[src/rtl/pipeline_stage_reg_elastic.sv]
// Elastic pipeline register chain with valid/ready backpressure,
// bubble collapsing, synchronous flush and occupancy count.
module pipeline_stage_reg_elastic #(
  parameter int DATA_W         = 32,
  parameter int CTRL_W         = 8,
  parameter int STAGES         = 1,
  parameter int ZERO_ON_BUBBLE = 1,
  localparam int OCC_W         = $clog2(STAGES + 1)
) (
  input  logic              clk,
  input  logic              rst_n,
  input  logic              flush,
  input  logic              in_valid,
  output logic              in_ready,
  input  logic [DATA_W-1:0] in_data,
  input  logic [CTRL_W-1:0] in_ctrl,
  output logic              out_valid,
  input  logic              out_ready,
  output logic [DATA_W-1:0] out_data,
  output logic [CTRL_W-1:0] out_ctrl,
  output logic [OCC_W-1:0]  occupancy
);

  typedef struct packed {
    logic              v;
    logic [CTRL_W-1:0] c;
    logic [DATA_W-1:0] d;
  } stage_t;

  stage_t            st_q [STAGES];
  stage_t            st_d [STAGES];
  logic [OCC_W-1:0]  occ_q;
  logic [OCC_W-1:0]  occ_d;
  logic [STAGES-1:0] adv;
  stage_t            src [STAGES];

  // A stage advances when its successor advances or it holds a bubble.
  always_comb begin
    logic run;
    adv = '0;
    run = out_ready | ~st_q[STAGES-1].v;
    adv[STAGES-1] = run;
    for (int i = STAGES - 2; i >= 0; i--) begin
      run = run | ~st_q[i].v;
      adv[i] = run;
    end
  end

  assign in_ready = adv[0] & ~flush;

  always_comb begin
    src[0].v = in_valid;
    src[0].c = in_ctrl;
    src[0].d = in_data;
    for (int i = 1; i < STAGES; i++) begin
      src[i] = st_q[i-1];
    end
  end

  always_comb begin
    st_d = st_q;
    for (int i = 0; i < STAGES; i++) begin
      if (flush) begin
        st_d[i].v = 1'b0;
        st_d[i].c = '0;
        if (ZERO_ON_BUBBLE != 0) begin
          st_d[i].d = '0;
        end
      end else if (adv[i]) begin
        st_d[i].v = src[i].v;
        if (src[i].v) begin
          st_d[i].c = src[i].c;
          st_d[i].d = src[i].d;
        end else begin
          st_d[i].c = '0;
          if (ZERO_ON_BUBBLE != 0) begin
            st_d[i].d = '0;
          end
        end
      end
    end
    occ_d = '0;
    for (int i = 0; i < STAGES; i++) begin
      occ_d = occ_d + OCC_W'(st_d[i].v);
    end
  end

  always_ff @(posedge clk or negedge rst_n) begin
    if (!rst_n) begin
      for (int i = 0; i < STAGES; i++) begin
        st_q[i] <= '0;
      end
      occ_q <= '0;
    end else begin
      st_q  <= st_d;
      occ_q <= occ_d;
    end
  end

  assign out_valid = st_q[STAGES-1].v;
  assign out_data  = st_q[STAGES-1].d;
  assign out_ctrl  = st_q[STAGES-1].c;
  assign occupancy = occ_q;

endmodule
[config.mk]
export PLATFORM = sky130hd
export DESIGN_NAME = pipeline_stage_reg_elastic
export DESIGN_NICKNAME = d
export VERILOG_FILES = /design/src/rtl/pipeline_stage_reg_elastic.sv
export SDC_FILE = /design/constraint.sdc
export NUM_CORES = 1
export LEC_CHECK = 0
export ABC_AREA = 1
export ABC_CLOCK_PERIOD_IN_PS = 2700
export CAP_MARGIN = 20
export CORE_MARGIN = 5
export CORE_UTILIZATION = 44
export DETAILED_ROUTE_END_ITERATION = 12
export PLACE_DENSITY = 0.92
export SLEW_MARGIN = 20
export SYNTH_ARGS = -nofsm -noshare
export SYNTH_HDL_FRONTEND = slang
export SYNTH_SLANG_ARGS = --single-unit
export TNS_END_PERCENT = 30
[constraint.sdc]
create_clock -name clk -period 2.7 [get_ports clk]
set_input_delay 0.54 -clock clk [delete_from_list [all_inputs] [get_ports clk]]
set_output_delay 0.54 -clock clk [all_outputs]
set_load 0.02 [all_outputs]
# [Word-level counts from Yosys, hierarchy flattened]
# Index checks and enable logic that the tools add are counted.
[word_totals] out_inout_bits=43 ff_bits=41 wordCells=11 in_bits=45
[op_classes] n_mux=3 n_bitwise=4 reduce_logical=1
[op_table] operator="2-to-1 mux 41 bit" n=2
[op_table] operator="2-to-1 mux 40 bit" n=1
[op_table] operator="inverter 1 bit" n=2
[op_table] operator="nonzero test 2 bit" n=1
[op_table] operator="AND 1 bit" n=1
[op_table] operator="OR 1 bit" n=1

# [Logic depth before layout (Yosys ltp)]
[depth] word_depth=4 depth_mapped=5 ltp_nobuf=4

# [Worst setup path after synthesis]
# No wires, ideal clock.
[synth_path] path_kind="register to output" from="reg occupancy (netlist name)" to="out in_ready" path_stages_with_launch=4 n_path_buf=2 t_arrival_ns=1.168 path_slack_ns=0.992 t_required_ns=2.160 path_cell_list="dfrtp_1 -> buf_4 -> buf_2 -> a21oi_1"
[synth_lines] item="end, declared" line_no="14" text="output logic in_ready,"

# [Worst setup path in the final report]
[layout_path] from="in flush" to="out in_ready"
[layout_between] elab_chain_len=2
[layout_lines] item="start, declared" line_no="12" text="input logic flush,"
[layout_lines] item="inverter 1 bit" line_no="49" text="assign in_ready = adv[0] & ~flush;"
[layout_lines] item="AND 1 bit" line_no="49"
# No other way between the ends.

==> impl_metrics.json <==
{
  "cts-hold-fix-buffers": 0,
  "synthSimpleGateAreaFrac_pct": 34.47,
  "p_comb_share_pct": 18.2,
  "cellPowerDensity_nw_per_um2": 510.9,
  "cts_tree": "done",
  "synth-async-reset-ratio_pct": 100.0,
  "p_switching_uw": 347.9,
  "synth_edf_count": 0,
  "chipHeight_um": 75.12,
  "pwr-share-seq_pct": 46.4,
  "fmax_ghz": 0.4210,
  "finalCritPeriodShare_pct": 87.98,
  "grt_pass1_wl_mm": 7.838,
  "chipWidth_um": 75.12,
  "synth_area_leaders": "dfrtp_1, nand4_1, nand3_1",
  "grt_overflow": 0,
  "drt-vias-per-instance": 5.426,
  "cts-root-buf": "clkbuf_8",
  "first_pass_iters": 4,
  "dr_total_vias": 1720,
  "synth_top_cell_area_share_pct": 55.00,
  "io_pins": 88,
  "clk_path_buf_depth": 2,
  "fin_total_pwr_uw": 1413,
  "synth_area_per_cell_um2": 9.819,
  "maxSlewViolCount": 0,
  "synth_ff_type": "dfrtp_1",
  "worstSetupPathType": "in -> out",
  "final_util_pct": 68.15,
  "fill_cells": 335,
  "antenna_found_initial": 0,
  "syn_inst": 190,
  "rsz0062_at_grt": "no",
  "status": "completed",
  "portBuffers": 87,
  "syn_nets": 235,
  "place_hpwl_mm": 3.329,
  "synth.most_common_cell": "dfrtp_1",
  "cp_slowest_stage_delay_ns": 0.63,
  "synth_compound_area_share_pct": 0.5366,
  "synth.distinct_cells": 13,
  "crit_top_cell": "clkdlybuf4s50_1",
  "grt_pass1_vias": 1717,
  "end_kind": "output port",
  "required_ns": 2.16,
  "drive_above_1_share_pct": 7.491,
  "synth_seq_cells": 41,
  "drt_wl_total_mm": 4.987,
  "cp_slowest_cell": "clkdlybuf4s50_1",
  "synthToLayoutAreaGrowth_pct": 48.22,
  "setup_violations": 0,
  "cts_resized": 0,
  "synthMuxAreaShare_pct": 0,
  "fin_setup_tns_ns": 0,
  "multi_input_area_um2": 653.1,
  "cap_violations": 0,
  "dieArea_um2": 5642,
  "fin_skew_ns": 0.007012,
  "hold_path_class": "in -> async",
  "seq_area_um2": 1026,
  "worst_pin_slew_ns": 0.8794,
  "detail_route.wl_per_cell_um": 15.73,
  "cts-buffers-inserted": 5,
  "vdd_drop_max_uv": 282.5,
  "pre_cts_slack_ns": 0.3369,
  "fin_nets": 311,
  "p_clk_share_pct": 35.4,
  "htreeDepth": 2,
  "critical_path.cell_chain": "clkdlybuf4s50_1 > a21oi_1 > clkdlybuf4s50_1",
  "yosysWarnings": 0,
  "synth_commonest_cells": "dfrtp_1, nand2_1, nand4_1",
  "synth_xor_area_share_pct": 0,
  "drtIter0Drc": 133,
  "ys_seq_area_share_pct": 55.00,
  "crit_arrival_ns": 1.84,
  "gr-usage-all-layers_pct": 18.33,
  "core_area_um2": 4058,
  "synth-adder-area-share_pct": 0,
  "antenna_left": 0,
  "post_cts_buffers": 0,
  "antennaDiodeCount": 0,
  "clk_pin_slew_ns": 0.08,
  "cts.sinks": 41,
  "start_kind": "input port",
  "netlist_area_um2": 1866,
  "rows": 23,
  "route.detailed.drc": 0,
  "cellLeakagePower_uw": 0.001309,
  "place_congestion": 0.6999,
  "hold_viol_final": 0,
  "finalCriticalPeriod_ns": 2.375,
  "cpLargestDelayFamily": "buffers and inverters",
  "synth_top_area_cell": "dfrtp_1",
  "switching_share_pct": 24.63,
  "critPathMaxFanout": 4,
  "grt_max_degree": 42,
  "start_util_pct": 45.98,
  "internal_power_uw": 1065,
  "cp_num_buf_inv": 2,
  "clk_latency_ns": 0.28,
  "fin_ws_ns": 0.3246,
  "slew_headroom_pct": 41.37,
  "synth_top_family_by_area": "simple AND/OR/NAND/NOR gates"
}
[metal layers]
layer	track usage, %	wire (um)	vias up	part of all wire [%]
met5	0	0	-	0
met4	5.534	70	0	1.4
met3	6.542	374	8	7.5
met2	31.33	2511	66	50
met1	21.62	2030	826	41
li1	-	-	820	-
[stage by stage]
stage / instances / hold slack, ns / cell area [um2]
after global routing: 317 / 0.4586 / 2765
after detailed placement: 309 / 0.5200 / 2649
after global placement: 309 / 0.5134 / 2649
after floorplan: 190 / 0.2444 / 1866
final: 317 / 0.3710 / 2765
after CTS: 317 / 0.4000 / 2765
[registers in the layout, summed over array words and instances, names as in the netlist]
| register | count |
|---|---|
| out_ctrl | 8 |
| out_data | 32 |
| occupancy | 1 |
[worst paths after layout]
check | startpoint | to | slack (ns) | depth (start not counted)
hold reg to reg | out_ctrl[1] | out_ctrl[1] | 0.54 | 2
max in group asynchronous | rst_n | out_ctrl[1] | 1.78 | 1
hold / removal | rst_n | out_data[31] | 0.37 | 1
setup reg to reg | occupancy | out_data[14] | 1.34 | 4
setup / recovery | flush | in_ready | 0.32 | 3
min in group clk | out_ctrl[1] | out_ctrl[1] | 0.54 | 2
[cell families after synthesis]
group,count (synthesis)
buffers and inverters,25
flip-flops,41
AND/OR/NAND/NOR,122
AO/OA/AOI/OAI,2
[cell type report]
type                            count  share of cell area, %
Clock buffer                        7                  3.122
Timing Repair Buffer               91                  32.40
Multi-Input combinational cell    124                  23.62
Inverter                            3                 0.4072
Sequential cell                    41                  37.10
Tap cell                           50                  2.262
Clock inverter                      1                  1.086
[placed cells by master (no fill, tap or decap)]
master	count
nor2_4	1
nand2_1	40
inv_2	2
a21oi_1	2
bufinv_16	1
buf_2	1
inv_1	1
nand4_1	40
buf_4	4
clkdlybuf4s50_1	86
clkbuf_1	1
clkbuf_8	6
nand3_2	4
nand3_1	36
nand2_4	1
dfrtp_1	41
[power by group through the flow]
stage                     Combinational, uW  Sequential [uW]  Clock (uW)
after CTS                               260              656         513
after floorplan                        87.4              701           0
after global routing                    277              659         539
after detailed placement                260              667           0
final                                   257              656         499
after global placement                  256              667           0
Note: power is estimated with default switching activity, not from simulation.
